$ cat src/rtl/dac_sample_pacer.sv
// dac_sample_pacer: FIFO-buffered DAC code pacer releasing samples on a programmable tick grid.
// Optional DAC_PACER_UNDERRUN_CNT_EN adds a saturating underrun_cnt output.
module dac_sample_pacer #(
  parameter int         DEPTH      = 8,
  parameter int         PREFILL    = 4,
  parameter int         DIV_W      = 16,
  parameter logic [9:0] RESET_CODE = 10'd512
) (
  input  logic                     CLK,
  input  logic                     reset,
  input  logic                     enable,
  input  logic [9:0]               in_data,
  input  logic                     in_valid,
  output logic                     in_ready,
  input  logic [DIV_W-1:0]         div,
  output logic [9:0]               dac_d,
  output logic                     dac_strobe,
  output logic                     underrun,
  output logic [$clog2(DEPTH):0]   fifo_level
`ifdef DAC_PACER_UNDERRUN_CNT_EN
  ,
  output logic [7:0]               underrun_cnt
`endif
);
  localparam int AW = $clog2(DEPTH);
  localparam int LW = AW + 1;
  typedef enum logic {PRIME, RUN} state_t;
  state_t           state_q, state_d;
  logic [DIV_W-1:0] cnt_q, cnt_d;
  logic [AW-1:0]    wr_q, wr_d, rd_q, rd_d;
  logic [LW-1:0]    lvl_q, lvl_d;
  logic [9:0]       code_q, code_d;
  logic             strobe_q, strobe_d, und_q, und_d;
  logic [9:0]       mem_q [DEPTH];
  logic             full, empty, push, tick, pop;
  always_ff @(posedge CLK) begin
    if (!reset) state_q <= PRIME;
    else state_q <= state_d;
  end
  always_comb begin
    state_d = (state_q == PRIME) ? ((enable && lvl_q >= LW'(PREFILL)) ? RUN : PRIME)
                                 : ((!enable || (tick && empty)) ? PRIME : RUN);
  end
  // A tick only fires while actively pacing; leaving RUN clears the counter.
  always_comb begin
    full     = lvl_q == LW'(DEPTH);
    empty    = lvl_q == '0;
    push     = in_valid && !full;
    tick     = state_q == RUN && enable && cnt_q >= div;
    pop      = tick && !empty;
    cnt_d    = (state_q == RUN && enable && !tick) ? cnt_q + 1'b1 : '0;
    wr_d     = push ? wr_q + 1'b1 : wr_q;
    rd_d     = pop ? rd_q + 1'b1 : rd_q;
    lvl_d    = lvl_q + LW'(push) - LW'(pop);
    code_d   = pop ? mem_q[rd_q] : code_q;
    strobe_d = pop;
    und_d    = tick && empty;
  end
  always_ff @(posedge CLK) begin
    if (!reset) begin
      cnt_q    <= '0;
      wr_q     <= '0;
      rd_q     <= '0;
      lvl_q    <= '0;
      code_q   <= RESET_CODE;
      strobe_q <= 1'b0;
      und_q    <= 1'b0;
    end else begin
      cnt_q    <= cnt_d;
      wr_q     <= wr_d;
      rd_q     <= rd_d;
      lvl_q    <= lvl_d;
      code_q   <= code_d;
      strobe_q <= strobe_d;
      und_q    <= und_d;
    end
  end
  always_ff @(posedge CLK) begin
    if (push) mem_q[wr_q] <= in_data;
  end
`ifdef DAC_PACER_UNDERRUN_CNT_EN
  logic [7:0] ucnt_q, ucnt_d;
  always_comb begin
    ucnt_d = (und_d && ucnt_q != 8'hFF) ? ucnt_q + 8'd1 : ucnt_q;
  end
  always_ff @(posedge CLK) begin
    if (!reset) ucnt_q <= '0;
    else ucnt_q <= ucnt_d;
  end
  assign underrun_cnt = ucnt_q;
`endif
  assign in_ready   = !full;
  assign dac_d      = code_q;
  assign dac_strobe = strobe_q;
  assign underrun   = und_q;
  assign fifo_level = lvl_q;
endmodule
$ cat config.mk
export PLATFORM = sky130hd
export DESIGN_NAME = dac_sample_pacer
export DESIGN_NICKNAME = d
export VERILOG_FILES = /design/src/rtl/dac_sample_pacer.sv
export SDC_FILE = /design/constraint.sdc
export NUM_CORES = 1
export LEC_CHECK = 0
export ABC_AREA = 1
export CAP_MARGIN = 15
export CORE_ASPECT_RATIO = 1.75
export CORE_MARGIN = 3
export CORE_UTILIZATION = 35
export CTS_CLUSTER_DIAMETER = 50
export DETAILED_ROUTE_END_ITERATION = 10
export GPL_TIMING_DRIVEN = 0
export PLACE_DENSITY = 0.56
export SLEW_MARGIN = 20
export SYNTH_ARGS = -nofsm -noshare
export SYNTH_HDL_FRONTEND = slang
export SYNTH_SLANG_ARGS = --single-unit
export TNS_END_PERCENT = 10
$ cat constraint.sdc
create_clock -name CLK -period 5 [get_ports CLK]
set_input_delay 1 -clock CLK [delete_from_list [all_inputs] [get_ports CLK]]
set_output_delay 1 -clock CLK [all_outputs]
set_load 0.02 [all_outputs]
==> results.yml <==
timing:
  timing.slew.headroom_pct: 28.95
  hold_ws_ns: 0.4752
  clock_skew_ns: 0.009086
  setup_viol: 0
  max_freq_mhz: 275.1
  hold_viol_final: 0
  final-max-slew-violation-count: 0
  fin_crit_sh_pct: 72.69
  rsz0062_at_grt: "false"
  setup_tns_ns: 0
  worstMarginPinSlew_ns: 1.062
  fin_crit_ns: 3.635
die:
  rows: 59
  ios: 47
  core_area_um2: 14910
  die_y_um: 169.8
  fp.dieW_um: 99.59
  die-area_um2: 16910
  initial_core_util_pct: 35.98
run:
  drv_cap: 0
synth:
  synth_cell_type_count: 36
  ys_async_sr_fraction_pct: 0
  synth_edf_count: 80
  ys.flop_type: "edfxtp_1"
  ys_seq_area_share_pct: 59.33
  syn_inst: 560
  avgSynthCellArea_um2: 9.581
  ys_ff_latch: 119
  netlist_area_um2: 5365
  synth-warning-count: 0
  syn-num-nets: 617
placed_design:
  gp_congestion: 0.7825
  io_buffers: 45
  post_dp_cell_area_um2: 6050
  place_hpwl_um: 9176
critical_path:
  critPathKind: "in2reg"
  cp-end-kind: "flop"
  cp.required_ns: 5.29
  critPathSlowestCell: "clkdlybuf4s50_1"
  worstPathCellList: "clkdlybuf4s50_1 -> inv_1 -> ha_1 -> a21oi_1 -> o21ai_0 -> a21oi_1 -> nand2_2 -> nand3_2 -> buf_4 -> inv_1 -> ha_1 -> inv_1 -> ha_1 -> inv_1 -> fa_1 -> xor2_1 -> nor2_1"
  path_common_cell: "inv_1"
  ff2ff_setup_slack_ns: 2.07
  cp-start-kind: "input port"
  critPathArrivalTime_ns: 3.92
  path_buf_inv: 6
  cp_slowest_stage_delay_ns: 0.47
  critPathTopFamily: "adder cells"
  cp_max_fo: 10
cts:
  post-cts-setup-buffers: 0
  htreeDepth: 4
  clockBufferDepth: 2
  cts_tree: "built"
  ctsHoldBuffers: 0
  cts_made_buffers: 17
  cts_resized: 0
  clk_latency_ns: 0.41
  path_clk_slew_ns: 0.06
  cts_root_buf: "clkbuf_16"
  clock_sinks: 119
drt:
  postRouteAntennaNets: 0
  post_drt_wl_per_cell_um: 15.56
  viasPerCell: 4.816
  drcViolationCount: 0
  vias: 3949
  dr.pass1.iters: 4
  drt_iter0_drc: 210
  wl_um: 12760
global_route:
  track_usage_pct: 15.68
  grt_max_degree: 17
  grt_pass1_wl_um: 19930
  antenna_found_initial: 0
  first_global_vias: 3951
  gr-total-overflow: 0
finish:
  final_cell_area_um2: 6663
  final_cell_mix: "nand2_1 (151), edfxtp_1 (80), nand3_1 (61)"
  drive_gt1_share_pct: 8.634
  final_common_cell: "nand2_1"
  nFillCells: 1416
  antenna_cells: 0
  area_delta_synth_final_pct: 24.18
  final_nets: 681
power_and_ir_drop:
  vdd_drop_max_uv: 226.3
  p_seq_share_pct: 43.3
  p_int_uw: 1983
  p_sw_uw: 617.0
  p_sw_share_pct: 23.73
  power_leakage_uw: 0.002633
  clock_power_share_pct: 47.4
  combPwrFrac_pct: 9.4
  power_density_nw_per_um2: 390.2
outcome:
  outcome: "finished, final reports clean"
hold_path:
  hold_path_class: "reg2reg"
==> cell usage after synthesis, types with 2 or more instances <==
cell type	number	area share [%]
nand3b_1	2	0.28
nor3_1	5	0.47
edfxtp_1	80	45
nand2_1	151	11
buf_2	3	0.28
xor2_1	3	0.49
nor2_1	56	3.9
a21oi_2	2	0.33
clkbuf_1	13	0.91
a31oi_1	2	0.23
ha_1	26	6.1
o21ai_0	11	1.0
or2_0	2	0.23
nand3_1	61	5.7
nand4_1	5	0.58
dfxtp_1	39	15
a21oi_1	16	1.5
nand3_2	5	0.93
o22ai_1	2	0.23
nor3b_1	3	0.42
inv_1	58	4.1
==> power by group through the flow <==
stage	sequential [uW]	clock (uW)	combinational, uW
finish	1120	1230	243
global route	1130	1300	276
CTS	1130	1250	248
global placement	1140	0	239
floorplan	1150	0	133
detailed placement	1150	0	246
==> area by class of cell <==
cell class	count	area, um^2	area share, %
Sequential cell	119	3183	47.77
Multi-Input combinational cell	363	1887	28.32
Timing Repair Buffer	45	450.4	6.761
Clock buffer	17	425.4	6.385
Tap cell	183	229.0	3.437
Inverter	59	221.5	3.324
Clock inverter	15	180.2	2.704
Buffer	19	86.33	1.296
==> worst reg2reg max path, delay by kind of cell (launching register included) <==
kind / cells / cell delay (ns)
buffers and inverters: 4 / 0.40
AND/OR/NAND/NOR: 10 / 0.81
adder cells (fa/ha/maj): 4 / 1.03
XOR/XNOR: 1 / 0.14
flip-flops: 1 / 0.43
==> metrics by stage <==
step,power (uW),util (%),worst slack (ns),cells
global route,2701,44.68,1.110,820
CTS,2625,44.63,1.329,820
floorplan,1286,-,1.730,560
finish,2600,44.68,1.365,820
global placement,1382,40.54,0.9344,788
detailed placement,1391,40.57,0.9106,788
==> routing by layer <==
layer  share of wire (%)  GRT usage, %  vias up
met5                   0             0        -
met4                0.98         5.172        0
met2                  58         31.32       80
met3                 3.4         3.579        9
met1                  38         15.41     1869
li1                    -             -     1991
==> sequential cells by signal, indices dropped and copies added (netlist names) <==
| name | count |
|---|---|
| mem_q | 80 |
| dac_d | 10 |
| underrun | 1 |
| cnt_q | 16 |
| wr_q | 3 |
| fifo_level | 4 |
| state_q | 1 |
| dac_strobe | 1 |
| rd_q | 3 |
==> cells by family after synthesis <==
| group | count (synthesis) | share of synthesized area (%) |
|---|---|---|
| AND/OR/NAND/NOR | 297 | 24.25 |
| XOR/XNOR | 4 | 0.6531 |
| buffers and inverters | 78 | 5.737 |
| AO/OA/AOI/OAI | 35 | 3.592 |
| adder cells (fa/ha/maj) | 27 | 6.437 |
| flip-flops | 119 | 59.33 |
==> worst paths after layout <==
check,end,cells past startpoint,startpoint
max,fifo_level[2],17,div[13]
min,cnt_q[0],1,cnt_q[0]
max reg2reg,fifo_level[2],19,cnt_q[2]
min reg2reg,cnt_q[0],1,cnt_q[0]
Note: power is estimated with default switching activity, not from simulation.
==> edit 1: new RTL, same settings <==
`DEPTH`: 8 -> 4.
--- a/src/rtl/dac_sample_pacer.sv
+++ b/src/rtl/dac_sample_pacer.sv
@@ -2,5 +2,5 @@
 // Optional DAC_PACER_UNDERRUN_CNT_EN adds a saturating underrun_cnt output.
 module dac_sample_pacer #(
-  parameter int         DEPTH      = 8,
+  parameter int         DEPTH      = 4,
   parameter int         PREFILL    = 4,
   parameter int         DIV_W      = 16,
Interface: changed (resized fifo_level); port bits go from 47 to 46. No check against the original RTL was run, so the function may have changed too.
==> edit 1 against the original RTL <==
Setup slack improved by 24 ps; sequential cell count fell by 43; critical path depth grew 1; maximum frequency grew 0.65%; total power down 40%; synthesized area fell by 33%; first-iteration DRC count fell by 71%; die area fell by 32%; via count shrank 34%; routed wire length is 42% lower; largest power group unchanged; final area is 32% lower.
==> edit 1: results (changes against the original RTL) <==
.. list-table::
   :header-rows: 1

   * - Metric
     - Value
   * - Largest net degree at the start of global routing
     - 14 (-3)
   * - Number of buffers added on ports
     - 44 (-2.2%)
   * - Insertion delay of the later-clocked pin in the worst-skew pair
     - 330 ps (-80 ps)
   * - Total Power Consumption
     - 0.00157 W (-40%)
   * - Met3 WL
     - 318 µm (-26%)
   * - Arrival @ worst endpoint
     - 3880 ps (-40 ps)
   * - Overall routed net length
     - 7350 µm (-42%)
   * - Layout filler cell count
     - 979 (-31%)
   * - Number of distinct standard cells referenced by the synthesized netlist
     - 34 (-5.6%)
   * - Count of nets after finishing
     - 492 (-28%)
   * - Measured slew at the worst slew-check pin
     - 1050 ps (-16.5 ps)
   * - Post-layout instance count excluding filler cells
     - 567 (-31%)
   * - Number of global-route vias before repair
     - 2643 (-33%)
   * - Share of final-layout standard cells stronger than drive strength 1
     - 0.0747 (-0.0117)
   * - Post-Route Skew
     - 5.59 ps (-3.49 ps)
   * - Met2 Usage GRT
     - 0.262 (-0.0510)
   * - Adder-cell area share of the yosys netlist
     - 0.0860 (+0.0216)
   * - Number of standard cells after synthesis
     - 383 (-32%)
   * - Vias per cell
     - 4.63 (-3.8%)
   * - Final RePlAce weighted congestion
     - 0.813 (+3.9%)
   * - Max FFs per register
     - 40 (-50%)
   * - Synth Area in Compound Gates
     - 0.0836 (+0.0477)
   * - Run status
     - complete, no violations
   * - Detailed Route Iter0 Violations
     - 61 (-71%)
   * - HPWL reported at the end of detailed placement
     - 5490 µm (-40%)
   * - Fraction of power consumed by combinational cells
     - 0.080 (-0.014)
   * - Largest cells by area after synthesis
     - edfxtp_1, dfxtp_1, ha_1, nor2_1, nand2_1
   * - Sequential share of the synthesized area
     - 0.537 (-0.0562)
   * - Placed inst area
     - 0.00418 mm² (-31%)
   * - Largest voltage drop on the vdd net
     - 0.326 mV (+44%)
   * - Sequential fraction of design power
     - 0.450 (+0.017)
   * - Post-placement setup slack
     - 1000 ps (+94.1 ps)
   * - Post-synth EDFFs
     - 40 (-50%)
## edit 1: worst paths after layout
check,start,to,slack [ps],cells after the start
worst max register to register,cnt_q[3]$_SDFF_PN0_,fifo_level[2]$_SDFF_PN0_,2140,20
worst max-delay path,div[11],fifo_level[2]$_SDFF_PN0_,1390,18
worst min-delay path,cnt_q[0]$_SDFF_PN0_,cnt_q[0]$_SDFF_PN0_,470,1
worst min register to register,cnt_q[0]$_SDFF_PN0_,cnt_q[0]$_SDFF_PN0_,470,1
## edit 1: cell type report
class | instances | area [µm²] | share of cell area
Sequential cell | 76 | 1920 | 0.426
Multi-Input combinational cell | 242 | 1390 | 0.308
Timing Repair Buffer | 44 | 440 | 0.0976
Clock buffer | 9 | 225 | 0.0499
Inverter | 55 | 206 | 0.0457
Tap cell | 125 | 156 | 0.0346
Clock inverter | 6 | 114 | 0.0252
Buffer | 10 | 61.3 | 0.0136
==> edit 2: new RTL, config.mk and constraints unchanged <==
Made on the original files. Add an input register stage for `div`, cleared by the reset; this delays it by one clock. The other inputs are not delayed to match.
--- a/src/rtl/dac_sample_pacer.sv
+++ b/src/rtl/dac_sample_pacer.sv
@@ -26,4 +26,15 @@
   localparam int LW = AW + 1;
   typedef enum logic {PRIME, RUN} state_t;
+
+  logic [DIV_W-1:0] div_q;
+
+  always_ff @(posedge CLK) begin
+    if (!reset) begin
+      div_q <= '0;
+    end else begin
+      div_q <= div;
+    end
+  end
+
   state_t           state_q, state_d;
   logic [DIV_W-1:0] cnt_q, cnt_d;
@@ -47,5 +58,5 @@
     empty    = lvl_q == '0;
     push     = in_valid && !full;
-    tick     = state_q == RUN && enable && cnt_q >= div;
+    tick     = state_q == RUN && enable && cnt_q >= div_q;
     pop      = tick && !empty;
     cnt_d    = (state_q == RUN && enable && !tick) ? cnt_q + 1'b1 : '0;
Function: changed (Yosys sat finds a counterexample within 10 cycles, from zero or initial values and one cycle with reset low).
==> edit 2 against the original RTL <==
Final area is 8.0% higher; sequential cell count is 16 higher; setup slack better by 680 ps; core utilization is 0.94 points lower; critical endpoint unchanged; synthesized area is 9.6% higher; routed wire length is 1.1% higher; total power is 5.5% higher.
==> edit 2: results (changes against the original RTL) <==
.. list-table::
   :header-rows: 1

   * - Metric
     - Value
   * - Tightest slew margin relative to the limit
     - 0.303 (+0.0139)
   * - First-pass GRT wire length
     - 21100 µm (+6.1%)
   * - Vias per cell
     - 4.59 (-4.7%)
   * - Count of nets after finishing
     - 730 (+7.2%)
   * - Share of final-layout standard cells stronger than drive strength 1
     - 0.0933 (+0.00695)
   * - Max stage delay on crit path
     - 440 ps (-30 ps)
   * - Number of global-route vias before repair
     - 4404 (+11%)
   * - Largest cells by area after synthesis
     - edfxtp_1, dfxtp_1, nand2_1, nand3_1, ha_1
   * - Largest voltage drop on the vdd net
     - 0.201 mV (-11%)
   * - Adder-cell area share of the yosys netlist
     - 0.0587 (-0.00564)
   * - Synth Area in Compound Gates
     - 0.0243 (-0.0117)
   * - Synth top cells by count
     - nand2_1, edfxtp_1, inv_1
   * - GR Layer Usage met1
     - 0.143 (-0.0111)
   * - Sequential share of the synthesized area
     - 0.596 (+0.00246)
   * - Final RePlAce weighted congestion
     - 0.824 (+5.3%)
   * - Post-synth ARST share
     - 0 (unchanged)
   * - Total nets after synthesis
     - 666 (+7.9%)
   * - HPWL reported at the end of detailed placement
     - 9560 µm (+4.2%)
   * - Overall global routing resource usage
     - 0.148 (-0.00913)
   * - Met3 layer usage reported by global route
     - 0.0302 (-0.00557)
   * - Post-placement setup slack
     - 1640 ps (+726 ps)
   * - CP required
     - 5340 ps (+50 ps)
   * - Placed inst area
     - 0.00661 mm² (+9.3%)
   * - Post-Route Skew
     - 8.88 ps (-0.202 ps)
   * - Met2 Usage GRT
     - 0.287 (-0.0263)
   * - Layout filler cell count
     - 1621 (+14%)
   * - Max stage delay cell, worst path
     - dfxtp_1
   * - Leak
     - 2.98 nW (+13%)
   * - Number of distinct standard cells referenced by the synthesized netlist
     - 37 (+2.8%)
   * - Run status
     - complete, no violations
   * - Number of buffers added on ports
     - 45 (unchanged)
   * - Detailed Route Iter0 Violations
     - 202 (-3.8%)
   * - XOR/XNOR Fraction of Synth Area
     - 0.0104 (+0.00390)
-- edit 2: layer usage --
| metal | part of all wire | vias to the layer above |
|---|---|---|
| li1 | - | 2114 |
| met1 | 0.37 | 1947 |
| met2 | 0.56 | 82 |
| met3 | 0.028 | 32 |
| met4 | 0.035 | 0 |
| met5 | 0 | - |
-- edit 2: where the power goes --
group / internal (W) / total, W / switching [W]
sequential: 0.00124 / 0.00126 / 0.0000210
combinational: 0.000101 / 0.000263 / 0.000162
clock: 0.000705 / 0.00122 / 0.000515
total: 0.00204 / 0.00274 / 0.000699
-- edit 2: final cells by class --
| cell class | instances | area [µm²] | share of cell area |
|---|---|---|---|
| Buffer | 21 | 133 | 0.0184 |
| Clock buffer | 17 | 425 | 0.0591 |
| Clock inverter | 15 | 156 | 0.0217 |
| Inverter | 75 | 282 | 0.0391 |
| Multi-Input combinational cell | 378 | 1960 | 0.273 |
| Sequential cell | 135 | 3500 | 0.487 |
| Tap cell | 224 | 280 | 0.0390 |
| Timing Repair Buffer | 45 | 450 | 0.0626 |
-- edit 2: worst paths after layout --
path                        startpoint                  endpoint  slack (ps)  cells past startpoint
hold reg to reg    cnt_q[0]$_SDFF_PN0_       cnt_q[0]$_SDFF_PN0_         460                      1
hold / removal     cnt_q[0]$_SDFF_PN0_       cnt_q[0]$_SDFF_PN0_         460                      1
setup reg to reg  cnt_q[11]$_SDFF_PN0_  fifo_level[2]$_SDFF_PN0_        2040                     15
setup / recovery  cnt_q[11]$_SDFF_PN0_  fifo_level[2]$_SDFF_PN0_        2040                     15
-- edit 2: per-stage QoR --
stage                     hold slack (ps)  cells  utilization
after detailed placement              460    878        0.402
after global routing                  515    910        0.437
final                                 463    910        0.437
after floorplan                       430    609            -
after global placement                447    878        0.402
after CTS                             474    910        0.437
